===== src/rtl/mmu_port_arbiter_if.sv =====
// Requester and MMU port bundle for mmu_port_arbiter.
// The slave modport is the arbiter's view; master is the core/MMU side.
interface mmu_port_arbiter_if #(
  parameter int ADDR_W = 32,
  parameter int DATA_W = 32
);
  logic                  if_req;
  logic [ADDR_W-1:0]     if_addr;
  logic [DATA_W-1:0]     if_rdata;
  logic                  if_done;
  logic                  d_req;
  logic                  d_we;
  logic [ADDR_W-1:0]     d_addr;
  logic [DATA_W-1:0]     d_wdata;
  logic [DATA_W/8-1:0]   d_wmask;
  logic [DATA_W-1:0]     d_rdata;
  logic                  d_done;
  logic [ADDR_W-1:0]     mem_addr;
  logic [DATA_W-1:0]     mem_wr_data;
  logic                  mem_wr_ena;
  logic [DATA_W/8-1:0]   mem_wr_mask;
  logic [DATA_W-1:0]     mem_rd_data;

  modport slave (
    input  if_req, if_addr, d_req, d_we, d_addr, d_wdata, d_wmask, mem_rd_data,
    output if_rdata, if_done, d_rdata, d_done,
           mem_addr, mem_wr_data, mem_wr_ena, mem_wr_mask
  );

  modport master (
    output if_req, if_addr, d_req, d_we, d_addr, d_wdata, d_wmask, mem_rd_data,
    input  if_rdata, if_done, d_rdata, d_done,
           mem_addr, mem_wr_data, mem_wr_ena, mem_wr_mask
  );
endinterface


===== src/rtl/mmu_port_arbiter.sv =====
// Shares one synchronous MMU port between fetch and load/store with a
// fixed data-first grant and a registered response-owner FSM.
module mmu_port_arbiter #(
  parameter int ADDR_W = 32,
  parameter int DATA_W = 32
) (
  input logic               clk,
  input logic               rst,
  mmu_port_arbiter_if.slave bus
);
  localparam int MASK_W = DATA_W / 8;

  typedef enum logic [1:0] {IDLE, RESP_IF, RESP_D} state_t;

  state_t              state_q, state_d;
  logic                if_done_q, d_done_q;
  logic [ADDR_W-1:0]   mem_addr_q, mem_addr_d;
  logic                d_gnt, if_gnt;
  logic                wr_ena_d;
  logic [MASK_W-1:0]   wr_mask_d;
  logic [DATA_W-1:0]   wr_data_d;

  // A requester whose response is returning still holds req for that same
  // transaction, so it is excluded from the grant this cycle.
  always_comb begin
    d_gnt      = !rst && bus.d_req  && (state_q != RESP_D);
    if_gnt     = !rst && bus.if_req && (state_q != RESP_IF) && !d_gnt;
    state_d    = IDLE;
    mem_addr_d = mem_addr_q;
    wr_ena_d   = 1'b0;
    wr_mask_d  = '0;
    wr_data_d  = '0;
    if (d_gnt) begin
      state_d    = RESP_D;
      mem_addr_d = bus.d_addr;
      wr_ena_d   = bus.d_we;
      wr_mask_d  = bus.d_we ? bus.d_wmask : '0;
      wr_data_d  = bus.d_wdata;
    end else if (if_gnt) begin
      state_d    = RESP_IF;
      mem_addr_d = bus.if_addr;
    end
  end

  always_ff @(posedge clk) begin
    if (rst) begin
      state_q    <= IDLE;
      if_done_q  <= 1'b0;
      d_done_q   <= 1'b0;
      mem_addr_q <= '0;
    end else begin
      state_q    <= state_d;
      if_done_q  <= (state_d == RESP_IF);
      d_done_q   <= (state_d == RESP_D);
      mem_addr_q <= mem_addr_d;
    end
  end

  // Gating with rst drops the response of a transaction granted just before reset.
  assign bus.if_done     = if_done_q && !rst;
  assign bus.d_done      = d_done_q && !rst;
  assign bus.if_rdata    = bus.mem_rd_data;
  assign bus.d_rdata     = bus.mem_rd_data;
  assign bus.mem_addr    = mem_addr_d;
  assign bus.mem_wr_ena  = wr_ena_d;
  assign bus.mem_wr_mask = wr_mask_d;
  assign bus.mem_wr_data = wr_data_d;
endmodule


===== src/flat_wrapper.sv =====
// flat-port wrapper written by rule: the top's interface ports become plain ports
module mmu_port_arbiter_flat 
#(
  parameter int ADDR_W = 32,
  parameter int DATA_W = 32
)
  (clk, rst, bus_if_req, bus_if_addr, bus_d_req, bus_d_we, bus_d_addr, bus_d_wdata, bus_d_wmask, bus_mem_rd_data, bus_if_rdata, bus_if_done, bus_d_rdata, bus_d_done, bus_mem_addr, bus_mem_wr_data, bus_mem_wr_ena, bus_mem_wr_mask);
  mmu_port_arbiter_if #(.ADDR_W(ADDR_W), .DATA_W(DATA_W)) bus_i ();
  input logic clk;
  input logic rst;
  input wire logic [$bits(bus_i.if_req)-1:0] bus_if_req;
  input wire logic [$bits(bus_i.if_addr)-1:0] bus_if_addr;
  input wire logic [$bits(bus_i.d_req)-1:0] bus_d_req;
  input wire logic [$bits(bus_i.d_we)-1:0] bus_d_we;
  input wire logic [$bits(bus_i.d_addr)-1:0] bus_d_addr;
  input wire logic [$bits(bus_i.d_wdata)-1:0] bus_d_wdata;
  input wire logic [$bits(bus_i.d_wmask)-1:0] bus_d_wmask;
  input wire logic [$bits(bus_i.mem_rd_data)-1:0] bus_mem_rd_data;
  output wire logic [$bits(bus_i.if_rdata)-1:0] bus_if_rdata;
  output wire logic [$bits(bus_i.if_done)-1:0] bus_if_done;
  output wire logic [$bits(bus_i.d_rdata)-1:0] bus_d_rdata;
  output wire logic [$bits(bus_i.d_done)-1:0] bus_d_done;
  output wire logic [$bits(bus_i.mem_addr)-1:0] bus_mem_addr;
  output wire logic [$bits(bus_i.mem_wr_data)-1:0] bus_mem_wr_data;
  output wire logic [$bits(bus_i.mem_wr_ena)-1:0] bus_mem_wr_ena;
  output wire logic [$bits(bus_i.mem_wr_mask)-1:0] bus_mem_wr_mask;
  assign bus_i.if_req = bus_if_req;
  assign bus_i.if_addr = bus_if_addr;
  assign bus_i.d_req = bus_d_req;
  assign bus_i.d_we = bus_d_we;
  assign bus_i.d_addr = bus_d_addr;
  assign bus_i.d_wdata = bus_d_wdata;
  assign bus_i.d_wmask = bus_d_wmask;
  assign bus_i.mem_rd_data = bus_mem_rd_data;
  assign bus_if_rdata = bus_i.if_rdata;
  assign bus_if_done = bus_i.if_done;
  assign bus_d_rdata = bus_i.d_rdata;
  assign bus_d_done = bus_i.d_done;
  assign bus_mem_addr = bus_i.mem_addr;
  assign bus_mem_wr_data = bus_i.mem_wr_data;
  assign bus_mem_wr_ena = bus_i.mem_wr_ena;
  assign bus_mem_wr_mask = bus_i.mem_wr_mask;
  mmu_port_arbiter #(.ADDR_W(ADDR_W), .DATA_W(DATA_W)) u_core (.clk(clk), .rst(rst), .bus(bus_i));
endmodule

===== config.mk =====
export PLATFORM = sky130hd
export DESIGN_NAME = mmu_port_arbiter_flat
export DESIGN_NICKNAME = d
export VERILOG_FILES = /design/src/rtl/mmu_port_arbiter_if.sv /design/src/rtl/mmu_port_arbiter.sv /design/src/flat_wrapper.sv
export SDC_FILE = /design/constraint.sdc
export NUM_CORES = 1
export LEC_CHECK = 0
export BUFFER_PORTS_ARGS = -buffer_cell sky130_fd_sc_hd__buf_2
export CAP_MARGIN = 20
export CORE_AREA = 4 4 103 105
export CTS_BUF_LIST = sky130_fd_sc_hd__clkbuf_16
export CTS_CLUSTER_DIAMETER = 40
export CTS_CLUSTER_SIZE = 20
export DETAILED_ROUTE_END_ITERATION = 8
export DIE_AREA = 0 0 107 109
export HOLD_SLACK_MARGIN = 0.1
export PLACE_DENSITY = 0.71
export SLEW_MARGIN = 20
export SYNTH_ARGS = -nofsm -noshare
export SYNTH_HDL_FRONTEND = slang
export SYNTH_SLANG_ARGS = --single-unit

===== constraint.sdc =====
create_clock -name clk -period 1.85 [get_ports clk]
set_input_delay 0.2775 -clock clk [delete_from_list [all_inputs] [get_ports clk]]
set_output_delay 0.2775 -clock clk [all_outputs]
set_load 0.05 [all_outputs]

* Yosys cells after proc, flatten, opt, wreduce, memory -nomap -nowiden
Cells that the tools add are included.
Word-level totals: register bits after elaboration 36, input bits 137, word-level logic and storage cells 25
Operators by class: equal/unequal tests 4, multiplexer cells 8, reduce and logical (&&, ||, !) cells 9
Operators with widths (count):
- 32-bit two-way mux | 3
- 4-bit two-way mux | 2
- 1-bit logical AND | 7
- 2-bit by 1-bit equality test with 1-bit output, second input constant | 1
- 2-bit equality test, second input constant | 1
- 1-bit logical NOT | 2
- 1-bit two-way mux | 2
- 2-bit two-way mux | 1
- 2-bit by 1-bit inequality test with 1-bit output, second input constant | 1
- 2-bit inequality test, second input constant | 1

* Logic depth before layout (Yosys ltp)
depth in word-level cells 8, gate-level depth with buffers 7

* Least setup slack after synthesis
OpenSTA, ideal clock, no wires.
path type reg-to-output, start register u_core.state_q[1], end output bus_mem_addr[10], data arrival time 2028 ps, setup slack -455 ps, stages on the path, launching flop included 6, path buffers 2, cell sequence dfxtp_1 and2b_1 buf_6 buf_6 or3b_1 a31oi_1
Between the ends: word-level cells in the longest chain between the ends 6
RTL lines:
- from (decl) | RTL line mmu_port_arbiter.sv:15 | state_t state_q, state_d;
- from (signal assigned) | RTL line mmu_port_arbiter.sv:52 | state_q <= state_d;
- 2-bit inequality test | RTL line mmu_port_arbiter.sv:26 | d_gnt = !rst && bus.d_req && (state_q != RESP_D);
- 1-bit logical AND | RTL line mmu_port_arbiter.sv:26
- 1-bit logical NOT | RTL line mmu_port_arbiter.sv:27 | if_gnt = !rst && bus.if_req && (state_q != RESP_IF) && !d_gnt;
- 1-bit logical AND | RTL line mmu_port_arbiter.sv:27
- 32-bit two-way mux | RTL line mmu_port_arbiter.sv:39 | end else if (if_gnt) begin
- 32-bit two-way mux (*) | RTL line mmu_port_arbiter.sv:33 | if (d_gnt) begin
- to (decl) | RTL line flat_wrapper.sv:23 | output wire logic [$bits(bus_i.mem_addr)-1:0] bus_mem_addr;
Every way passes the cells marked *; elsewhere a longest branch is shown, timed or not.

* Final worst setup path
start register u_core.state_q[1], end output bus_mem_addr[3]
The elaborated chain is that of the path after synthesis.

==> run metrics <==
status=complete, but fails checks; failing checks=negative setup slack; H-tree depth=2; pre-CTS setup slack=-109 ps; Synth Area per Inst=roughly 8.3 sq um; die area=around 12,000 sq um; crit path capture type=primary output; Setup Skew=around 5.1 ps; Final period util=113%; Mapped Area=around 2900 sq um; vias per inst=between 5 and 6; final setup margin=-232 ps; post-synth net total=between 400 and 500; TritonCTS clock tree=built; number of enable flip-flop cells after synthesis=0; Post-DP Area=roughly 4300 sq um; dpl hpwl=approximately 9800 um; total track usage=a little over a fifth; crit path DAT=around 1800 ps; Yosys top cell by area=dfxtp_1; Post-synth top flop=dfxtp_1; Worst Hold Depth=3; ANT cells=0; Final Hold Fails=0; largest net degree at the start of global routing=48; vias in the first global route=3,459; cell count after synthesis=345; antenna-violating nets left=0; NumNets Final=about 640; worst vdd ir=approximately 0.38 mV; RSZ-0062 raised after global routing=true; total power=0.00336 W; Reg-to-Reg Start=u_core.state_q[0]$_SDFF_PP0_; fillcell total=between 800 and 900; fmax=about 480 MHz; commonest non-fill, non-tap cell in the layout=buf_2; min-delay src=bus_if_addr[16]; CP cell instances=and2b_4 -> buf_16 -> or3b_4 -> a31oi_4 -> buf_8; reg2reg path depth=7; post-route cell area=roughly 5500 sq um; Hold Path Sink=u_core.mem_addr_q[16]$_SDFF_PP0_; Chip Height=approximately 110 um; effective utilization at floorplan=between 20% and 30%; initial antenna violation count=0; layout cell share with drive strength beyond 1=between 70% and 80%; Setup Crit Path Kind=register to primary output; cts bufs inserted=5; Worst Path Required=1570 ps; initial drt markers=roughly 180; routed length per instance=roughly 22 um; clock buffer depth=2; Worst-Skew Late Latency=about 280 ps; I/O pin count=around 270; vias=3,412; most frequent cells in the layout=106 x buf_2, 60 x buf_4, 43 x buf_6, 33 x dfxtp_1; Clk pin slew, worst setup/hold paths=~60 ps; routability cong.=around 0.89; Seq/Total Area, Yosys=24.3%; hold_ws=about 450 ps; slew margin rel.=52.0%; R2R Path End=u_core.mem_addr_q[4]$_SDFF_PP0_; crit path launch type=register; Fin Setup TNS=-12,890 ps; final wirelength=14,300 um; FF-to-FF setup slack=around 200 ps; Worst Hold Class=primary input to register; first-pass GRT wire length=between 15,000 and 20,000 um; Slew Limit Fails=0; CP Max Fanout=16; num rows=36; port bufs=~180; synth warn=0; worst stage delay on the critical path=410 ps; Root Driver=clkbuf_16; Pwr Density=between 600 and 700 nW/um^2; 1st-pass router iterations=4; Setup Viol. Count Final=69; Lkg Pwr=around 2.3 nW; DRC errors left=0; register bit total from synthesis=35; Layout Area Growth over Synthesis=90.2%; largest cells by area after synthesis=dfxtp_1 24%, buf_4 17%, or3b_1 8.2%; hold_buf cts=0; top cell type's share of synthesized area=24.3%; clock sink total=35; post-layout minimum cycle time=2080 ps; Least-Margin Pin Slew=713 ps; Slowest-stage cell, CP=or3b_4; Post-synth ARST share=0%; post-synthesis cell type count=21; max-cap violations=0; global route overflow=0; core region area=9640 sq um; Die Span X=approximately 110 um
[where the power goes]
| group | internal (W) | leakage [nW] | total (W) | switching, W |
|---|---|---|---|---|
| Clock | 0.000484 | 0.0671 | 0.000798 | 0.000314 |
| Combinational | 0.000769 | 1.90 | 0.00173 | 0.000959 |
| Sequential | 0.000817 | 0.290 | 0.000833 | 0.0000162 |
[flip-flops by register name, indices dropped and copies added (netlist names)]
register	count
u_core.mem_addr_q	32
u_core.state_q	2
u_core.d_done_q	1
[per-stage QoR]
stage	utilization, %	cells
2_1_floorplan	-	345
3_3_place_gp	44.2	611
3_5_place_dp	44.2	611
4_1_cts	52.5	623
5_1_grt	56.8	637
6_report	56.8	637
[Yosys cell counts, types with 4 or more instances]
| master | count |
|---|---|
| and3_1 | 4 |
| clkbuf_1 | 22 |
| and2_1 | 33 |
| a311oi_2 | 11 |
| or3b_2 | 5 |
| buf_6 | 6 |
| buf_2 | 8 |
| a311oi_1 | 21 |
| o21ai_0 | 32 |
| or3b_1 | 27 |
| dfxtp_1 | 35 |
| nor4_1 | 32 |
| buf_4 | 66 |
| a31oi_1 | 32 |
[routing by layer]
metal / global-route usage [%] / routed length [um] / up-vias
met5: 0 / 0 / -
met4: 5.30 / 266 / 0
met3: 6.39 / 1190 / 26
met2: 39.7 / 7390 / 176
met1: 25.3 / 5420 / 1651
li1: - / - / 1559
[kinds of logic after synthesis]
family / count (synthesis) / synth area share, %
AOI/OAI and AO/OA: 96 / 24.6
and+or+nand+nor: 108 / 26.7
buffers and inverters: 106 / 24.4
DFF: 35 / 24.3
[worst max-delay path, delay by kind of cell (launching register included)]
family,cells,cell delay (ps)
AO/OA/AOI/OAI,1,220
buffers and inverters,2,330
flip-flops,1,320
AND/OR/NAND/NOR,2,640
[worst max-delay path by stage]
stage / startpoint / endpoint / slack, ps
floorplan: u_core.state_q[1]$_SDFF_PP0_ / bus_mem_addr[10] / -140
global placement: u_core.state_q[1]$_SDFF_PP0_ / bus_mem_addr[31] / -100
detailed placement: u_core.state_q[1]$_SDFF_PP0_ / bus_mem_addr[31] / -110
CTS: u_core.state_q[0]$_SDFF_PP0_ / bus_mem_addr[9] / -250
global route: u_core.state_q[1]$_SDFF_PP0_ / bus_mem_addr[3] / -280
finish: u_core.state_q[1]$_SDFF_PP0_ / bus_mem_addr[3] / -230
[repair_timing]
action | 4_1_cts | 5_1_grt
resized for setup | 194 | 70
setup endpoints to repair | 69 | 69
setup buffers | 2 | 8
cloned | 3 | 7
pin swaps | 14 | 13
[layout make-up]
cell class | instances | area (sq um) | area share [%]
clock buffer | 5 | 125 | 2.28
clock inverter | 2 | 8.76 | 0.160
inverter | 3 | 23.8 | 0.434
multi-input combinational | 204 | 2130 | 38.8
sequential | 35 | 703 | 12.8
tap | 133 | 166 | 3.04
timing repair buffer | 255 | 2320 | 42.4
(Power assumes the default switching activity.)
